## config.mk

```make
export PLATFORM = sky130hd
export DESIGN_NAME = seq_signed_divider
export DESIGN_NICKNAME = d
export VERILOG_FILES = /design/src/rtl/seq_signed_divider.sv
export SDC_FILE = /design/constraint.sdc
export NUM_CORES = 1
export LEC_CHECK = 0
export CAP_MARGIN = 10
export CELL_PAD_IN_SITES_DETAIL_PLACEMENT = 1
export CELL_PAD_IN_SITES_GLOBAL_PLACEMENT = 2
export CORE_MARGIN = 5
export CORE_UTILIZATION = 37
export DETAILED_ROUTE_END_ITERATION = 6
export PLACE_DENSITY_LB_ADDON = 0.1
export SETUP_SLACK_MARGIN = 0.02
export SLEW_MARGIN = 25
export SYNTH_ARGS = -nofsm -noshare
export SYNTH_HDL_FRONTEND = slang
export SYNTH_SLANG_ARGS = --single-unit
```

## constraint.sdc

```tcl
create_clock -name clk -period 15.6 [get_ports clk]
set_clock_uncertainty 0.1 [all_clocks]
set_input_delay 2.34 -clock clk [delete_from_list [all_inputs] [get_ports clk]]
set_output_delay 2.34 -clock clk [all_outputs]
set_load 0.02 [all_outputs]
```

## src/rtl/seq_signed_divider.sv

```systemverilog
// seq_signed_divider: multi-cycle signed restoring divider.
// A 2*WIDTH-bit signed dividend is divided by a WIDTH-bit signed divisor.
// The quotient is truncated toward zero, and the remainder takes the sign
// of the dividend. If the quotient does not fit in WIDTH bits, it saturates
// and the overflow flag is set.
// Optional feature macro: DIV_ZERO_DETECT_EN (early zero-divisor exit, div_by_zero flag).
//
// Handshake: start is sampled only in IDLE; inputs are captured on that edge.
// busy is high in PREP, RUN and FIX. done is high for the single DONE cycle,
// while busy is low, and the results are already stable then. Results hold
// until the next FIX or reset. A start seen outside IDLE is dropped.
module seq_signed_divider #(
  parameter int WIDTH = 32
) (
  input  logic                 clk,
  input  logic                 rst,
  input  logic                 start,
  input  logic [2*WIDTH-1:0]   dividend,
  input  logic [WIDTH-1:0]     divisor,
  output logic                 busy,
  output logic                 done,
  output logic [WIDTH-1:0]     quotient,
  output logic [WIDTH-1:0]     remainder,
  output logic                 overflow,
  output logic                 div_by_zero,
  output logic [2:0]           state_dbg
);

  localparam int DW = 2 * WIDTH;
  localparam logic [6:0] LAST_ITER = 7'(DW - 1);

  typedef enum logic [2:0] {
    S_IDLE = 3'd0,
    S_PREP = 3'd1,
    S_RUN  = 3'd2,
    S_FIX  = 3'd3,
    S_DONE = 3'd4
  } state_t;

  state_t state, state_nxt;

  logic [DW-1:0]    dvd_reg;
  logic [WIDTH-1:0] dvs_reg;
  logic [WIDTH-1:0] dvs_abs;
  logic [DW-1:0]    prem;      // partial remainder (pre-shift)
  logic [DW-1:0]    qacc;      // dividend magnitude shifting out, quotient bits shifting in
  logic [6:0]       iter;
  logic             sign_q;
  logic             sign_r;
  logic [DW:0]      diff;
  logic             q_ovf;
  logic [WIDTH-1:0] fix_q;
  logic [WIDTH-1:0] fix_r;

`ifdef DIV_ZERO_DETECT_EN
  logic dvs_zero;
  logic dbz_reg;
  assign div_by_zero = dbz_reg;
`else
  assign div_by_zero = 1'b0;
`endif

  assign state_dbg = state;

  // State register
  always_ff @(posedge clk or posedge rst) begin
    if (rst) state <= S_IDLE;
    else     state <= state_nxt;
  end

  // Next-state logic
  always_comb begin
    state_nxt = state;
    case (state)
      S_IDLE: if (start) state_nxt = S_PREP;
`ifdef DIV_ZERO_DETECT_EN
      S_PREP: state_nxt = (dvs_reg == '0) ? S_FIX : S_RUN;
`else
      S_PREP: state_nxt = S_RUN;
`endif
      S_RUN:  if (iter == LAST_ITER) state_nxt = S_FIX;
      S_FIX:  state_nxt = S_DONE;
      S_DONE: state_nxt = S_IDLE;
      default: state_nxt = S_IDLE;
    endcase
  end

  // Handshake outputs decoded from state
  always_comb begin
    busy = 1'b0;
    done = 1'b0;
    case (state)
      S_PREP, S_RUN, S_FIX: busy = 1'b1;
      S_DONE:               done = 1'b1;
      default: ;
    endcase
  end

  // One restoring step: shift the next dividend bit in, then trial-subtract |divisor|
  always_comb begin
    diff = {prem, qacc[DW-1]} - {{(WIDTH+1){1'b0}}, dvs_abs};
  end

  // Overflow test on the magnitude, then sign correction or saturation
  always_comb begin
    if (sign_q)
      q_ovf = (|qacc[DW-1:WIDTH]) | (qacc[WIDTH-1] & (|qacc[WIDTH-2:0]));
    else
      q_ovf = |qacc[DW-1:WIDTH-1];
    if (q_ovf) begin
      fix_q = sign_q ? {1'b1, {(WIDTH-1){1'b0}}} : {1'b0, {(WIDTH-1){1'b1}}};
      fix_r = '0;
    end else begin
      fix_q = sign_q ? -qacc[WIDTH-1:0] : qacc[WIDTH-1:0];
      fix_r = sign_r ? -prem[WIDTH-1:0] : prem[WIDTH-1:0];
    end
  end

  // Datapath: capture, magnitude prep, iteration, result registers
  always_ff @(posedge clk or posedge rst) begin
    if (rst) begin
      dvd_reg   <= '0;
      dvs_reg   <= '0;
      dvs_abs   <= '0;
      prem      <= '0;
      qacc      <= '0;
      iter      <= '0;
      sign_q    <= 1'b0;
      sign_r    <= 1'b0;
      quotient  <= '0;
      remainder <= '0;
      overflow  <= 1'b0;
`ifdef DIV_ZERO_DETECT_EN
      dvs_zero  <= 1'b0;
      dbz_reg   <= 1'b0;
`endif
    end else begin
      case (state)
        S_IDLE: begin
          if (start) begin
            dvd_reg <= dividend;
            dvs_reg <= divisor;
          end
        end
        S_PREP: begin
          sign_q  <= dvd_reg[DW-1] ^ dvs_reg[WIDTH-1];
          sign_r  <= dvd_reg[DW-1];
          qacc    <= dvd_reg[DW-1] ? -dvd_reg : dvd_reg;
          dvs_abs <= dvs_reg[WIDTH-1] ? -dvs_reg : dvs_reg;
          prem    <= '0;
          iter    <= '0;
`ifdef DIV_ZERO_DETECT_EN
          dvs_zero <= (dvs_reg == '0);
`endif
        end
        S_RUN: begin
          if (diff[DW]) prem <= {prem[DW-2:0], qacc[DW-1]};
          else          prem <= diff[DW-1:0];
          qacc <= {qacc[DW-2:0], ~diff[DW]};
          iter <= iter + 7'd1;
        end
        S_FIX: begin
`ifdef DIV_ZERO_DETECT_EN
          if (dvs_zero) begin
            quotient  <= '1;
            remainder <= dvd_reg[WIDTH-1:0];
            overflow  <= 1'b0;
            dbz_reg   <= 1'b1;
          end else begin
            quotient  <= fix_q;
            remainder <= fix_r;
            overflow  <= q_ovf;
            dbz_reg   <= 1'b0;
          end
`else
          quotient  <= fix_q;
          remainder <= fix_r;
          overflow  <= q_ovf;
`endif
        end
        default: ;
      endcase
    end
  end

endmodule
```

==> key figures <==
Power and ir drop
  • PwrDens: 242 nW/µm²
  • Final Total Pwr: 5430 µW
  • VDD IR max: between 100 and 150 µV
  • Leakage power: just over 0.009 µW

Layout
  • Fillers: 5600
  • Area Overhead vs Synth: 19.5%
  • Inserted Diodes: 0
  • Multi-input gate area: ~9800 µm²
  • Layout cell share with drive strength beyond 1: 0.104
  • Final #Nets: about 2200
  • Register area: 8340 µm²

Timing
  • Final setup viols: 0
  • Tmin final: 4530 ps
  • Final setup TNS: 0 ps
  • RSZ-0062 raised after global routing: false
  • FMAX: around 0.22 GHz
  • Worst rel slew slack: 0.345
  • Max-slew violations: 0
  • Tightest Pin Transition: approximately 980 ps
  • Fin crit share: 0.291
  • Final Hold Vio Count: 0

Floorplanning
  • Width of the die: 235 µm
  • Initial Utilization: 0.375
  • Die Footprint: roughly 55000 µm²
  • Die height: 235 µm
  • Core Box Area: approximately 50000 µm²
  • FP Rows: 82
  • Io pins: 170

Clock tree
  • Clk Latency, worst-skew pair: 570 ps
  • Post-cts resize count: 0
  • Worst-path clk slew: ~60 ps
  • Root buf cell: clkbuf_16
  • TritonCTS clock tree: built
  • Maximum clock insertion buffer count: 3
  • Cts hold-fix bufs: 0
  • Postcts setup bufs: 0
  • Num CTS Buffers: 40
  • Sink Count: between 300 and 400
  • H-Tree Depth: 2

Global routing
  • First-pass GRT wire length: around 90 mm
  • Pin count of the biggest net entering global routing: 147
  • Tot GR Track Use: 0.195
  • Vias in the first global route: 16200
  • Initial antenna violation count: 3
  • Total global routing overflow: 0

Run
  • Max-Cap Viols: 0

Synthesis
  • Top-area cell type share of the netlist area: 0.443
  • Post-synthesis instance total: 1982
  • Synth Area per Inst: 9.48 µm²
  • Synthesized flop and latch total: roughly 330
  • YS warnings: 0
  • Post-synth ARST share: 1.00
  • Synth area leaders: dfrtp_1 44%, xor2_1 6.5%, mux2_2 5.7%
  • Main synth FF type: dfrtp_1
  • Synth cell types: 78
  • Sequential area share after synthesis: 0.443
  • Cell accounting for the most synthesized area: dfrtp_1
  • Netlist Area Pre-Place: 18800 µm²
  • Syn nets: 2119
  • Post-synth EDFFs: 0

Setup path
  • Critical path arrival: 4930 ps
  • CP Launch Point: qacc[63]$_DFFE_PP0N_
  • CP delay by family, top: simple AND/OR/NAND/NOR gates
  • Worst setup SP type: flop
  • Number of cells on the critical path: 14
  • Maximum fanout along the worst path: 13
  • Crit. End Element: flop
  • Crit path largest cell delay: a little under 700 ps
  • Kind of critical path: reg -> reg
  • RR Endpoint: prem[63]$_DFFE_PP0N_
  • Slowest cell on the critical path: o31ai_2
  • Buf/Inv on CP: 2
  • Critical-path cell list: inv_1 > ha_1 > fa_1 > nand2b_1 > a21oi_1 > o21ai_0 > nand2_1 > a21oi_1 > o31ai_2 > xnor2_2 > buf_4 > nand4_1 > or4_1 > nand3_1
  • Worst reg-to-reg path cell count: 14
  • R2r setup slk: 11070 ps
  • CP most frequent cell: a21oi_1
  • Req. time, crit path: 16000 ps
  • Critical path endpoint: prem[63]$_DFFE_PP0N_
  • R2r startpoint: qacc[63]$_DFFE_PP0N_

Run status
  • Outcome: finished, final reports clean

Drt
  • Vias per cell: 5.45
  • Final wirelength: approximately 55 mm
  • Drt drc: 0
  • First drt pass iteration count: 4
  • Routed WL per cell: 19.6 µm
  • Detailed Route Iter0 Violations: 715
  • DR vias: approximately 15000
  • Final ANT Viol Nets: 0

Placement
  • DP HPWL: 38.4 mm
  • Placer Congestion: 0.835
  • Number of port buffers: about 170

Min path
  • Hold path startpoint: remainder[28]$_DFFE_PP0P_
  • Worst min path class: reg -> reg
-- per-layer routing --
| layer | routed length, µm | up-vias | global-route usage |
|---|---|---|---|
| met5 | 30 | - | 0 |
| met4 | 1260 | 6 | 0.0510 |
| li1 | - | 7426 | - |
| met1 | 25600 | 7586 | 0.263 |
| met3 | 1750 | 70 | 0.0292 |
| met2 | 26200 | 198 | 0.330 |
-- how the worst min path moves through the flow --
stage                                      endpoint  slack [ps]  cells after the start
after floorplan             dvs_abs[10]$_DFFE_PP0P_         350                      2
after global placement       dvs_abs[3]$_DFFE_PP0P_         360                      2
after detailed placement   quotient[31]$_DFFE_PP0P_         370                      2
after CTS                  quotient[31]$_DFFE_PP0P_         380                      2
after global routing      remainder[29]$_DFFE_PP0P_         400                      2
final                     remainder[28]$_DFFE_PP0P_         380                      2
-- worst min-delay path: cells and delay by family, from the launching register on --
family	cells	cell delay, ps
DFF	1	340
AOI/OAI and AO/OA	1	60
and+or+nand+nor	1	50
-- metrics by stage --
step | std cells | util | hold WS [ps] | cell area (µm²) | worst slack (ps)
floorplan | 1982 | - | 350 | 18800 | 3940
global placement | 2735 | 0.420 | 363 | 21100 | 10080
detailed placement | 2735 | 0.420 | 369 | 21100 | 10010
CTS | 2807 | 0.447 | 382 | 22400 | 10630
global route | 2807 | 0.448 | 404 | 22500 | 10580
finish | 2807 | 0.448 | 377 | 22500 | 11070
-- final cells by class --
class | count | share of cell area
timing repair buffer | 190 | 0.0826
clock inverter | 7 | 0.00318
inverter | 59 | 0.0104
clock buffer | 65 | 0.0573
multi-input combinational | 1481 | 0.438
tap | 672 | 0.0374
sequential | 333 | 0.371
-- placed cells by master (no fill, tap or decap), drive strengths merged, types with 59 or more instances in the layout --
master         instances
nor2                 102
o21ai                235
a21oi                114
mux2                  95
dfrtp                333
inv                   59
clkbuf                65
xor2                 139
clkdlybuf4s50        168
nand2                209
-- power breakdown --
part | total (µW) | switching [µW] | internal (µW)
registers | 1780 | 516 | 1260
clock network | 959 | 380 | 579
logic | 2700 | 1520 | 1180
-- cell families (layout without fill, tap and decap cells) --
logic type,after synthesis,count (layout),share of synthesized area
flip-flops,333,333,0.443
AND/OR/NAND/NOR,580,580,0.156
XOR/XNOR,173,173,0.0814
multiplexers,109,109,0.0644
AO/OA/AOI/OAI,580,580,0.193
adder cells (fa/ha/maj),38,38,0.0257
other,1,1,0.000200
buffers and inverters,168,321,0.0353
-- synth_stat cells (14+ instances only) --
cell        n
nor4_1     29
nand2b_1   31
nor2_1    102
or3_1      19
o21ai_1    32
o21ai_0   203
a22o_1     35
o22a_1     29
clkbuf_1   98
ha_1       37
inv_1      58
nand2_1   209
a21oi_1   114
nand3_1    34
mux2i_1    14
a22oi_1    35
nor3b_1    22
o31ai_1    34
nand4_1    16
xnor2_1    32
mux2_2     95
dfrtp_1   333
or4_1      22
o41ai_1    21
nor3_1     31
xor2_1    139
(Power assumes the default switching activity.)
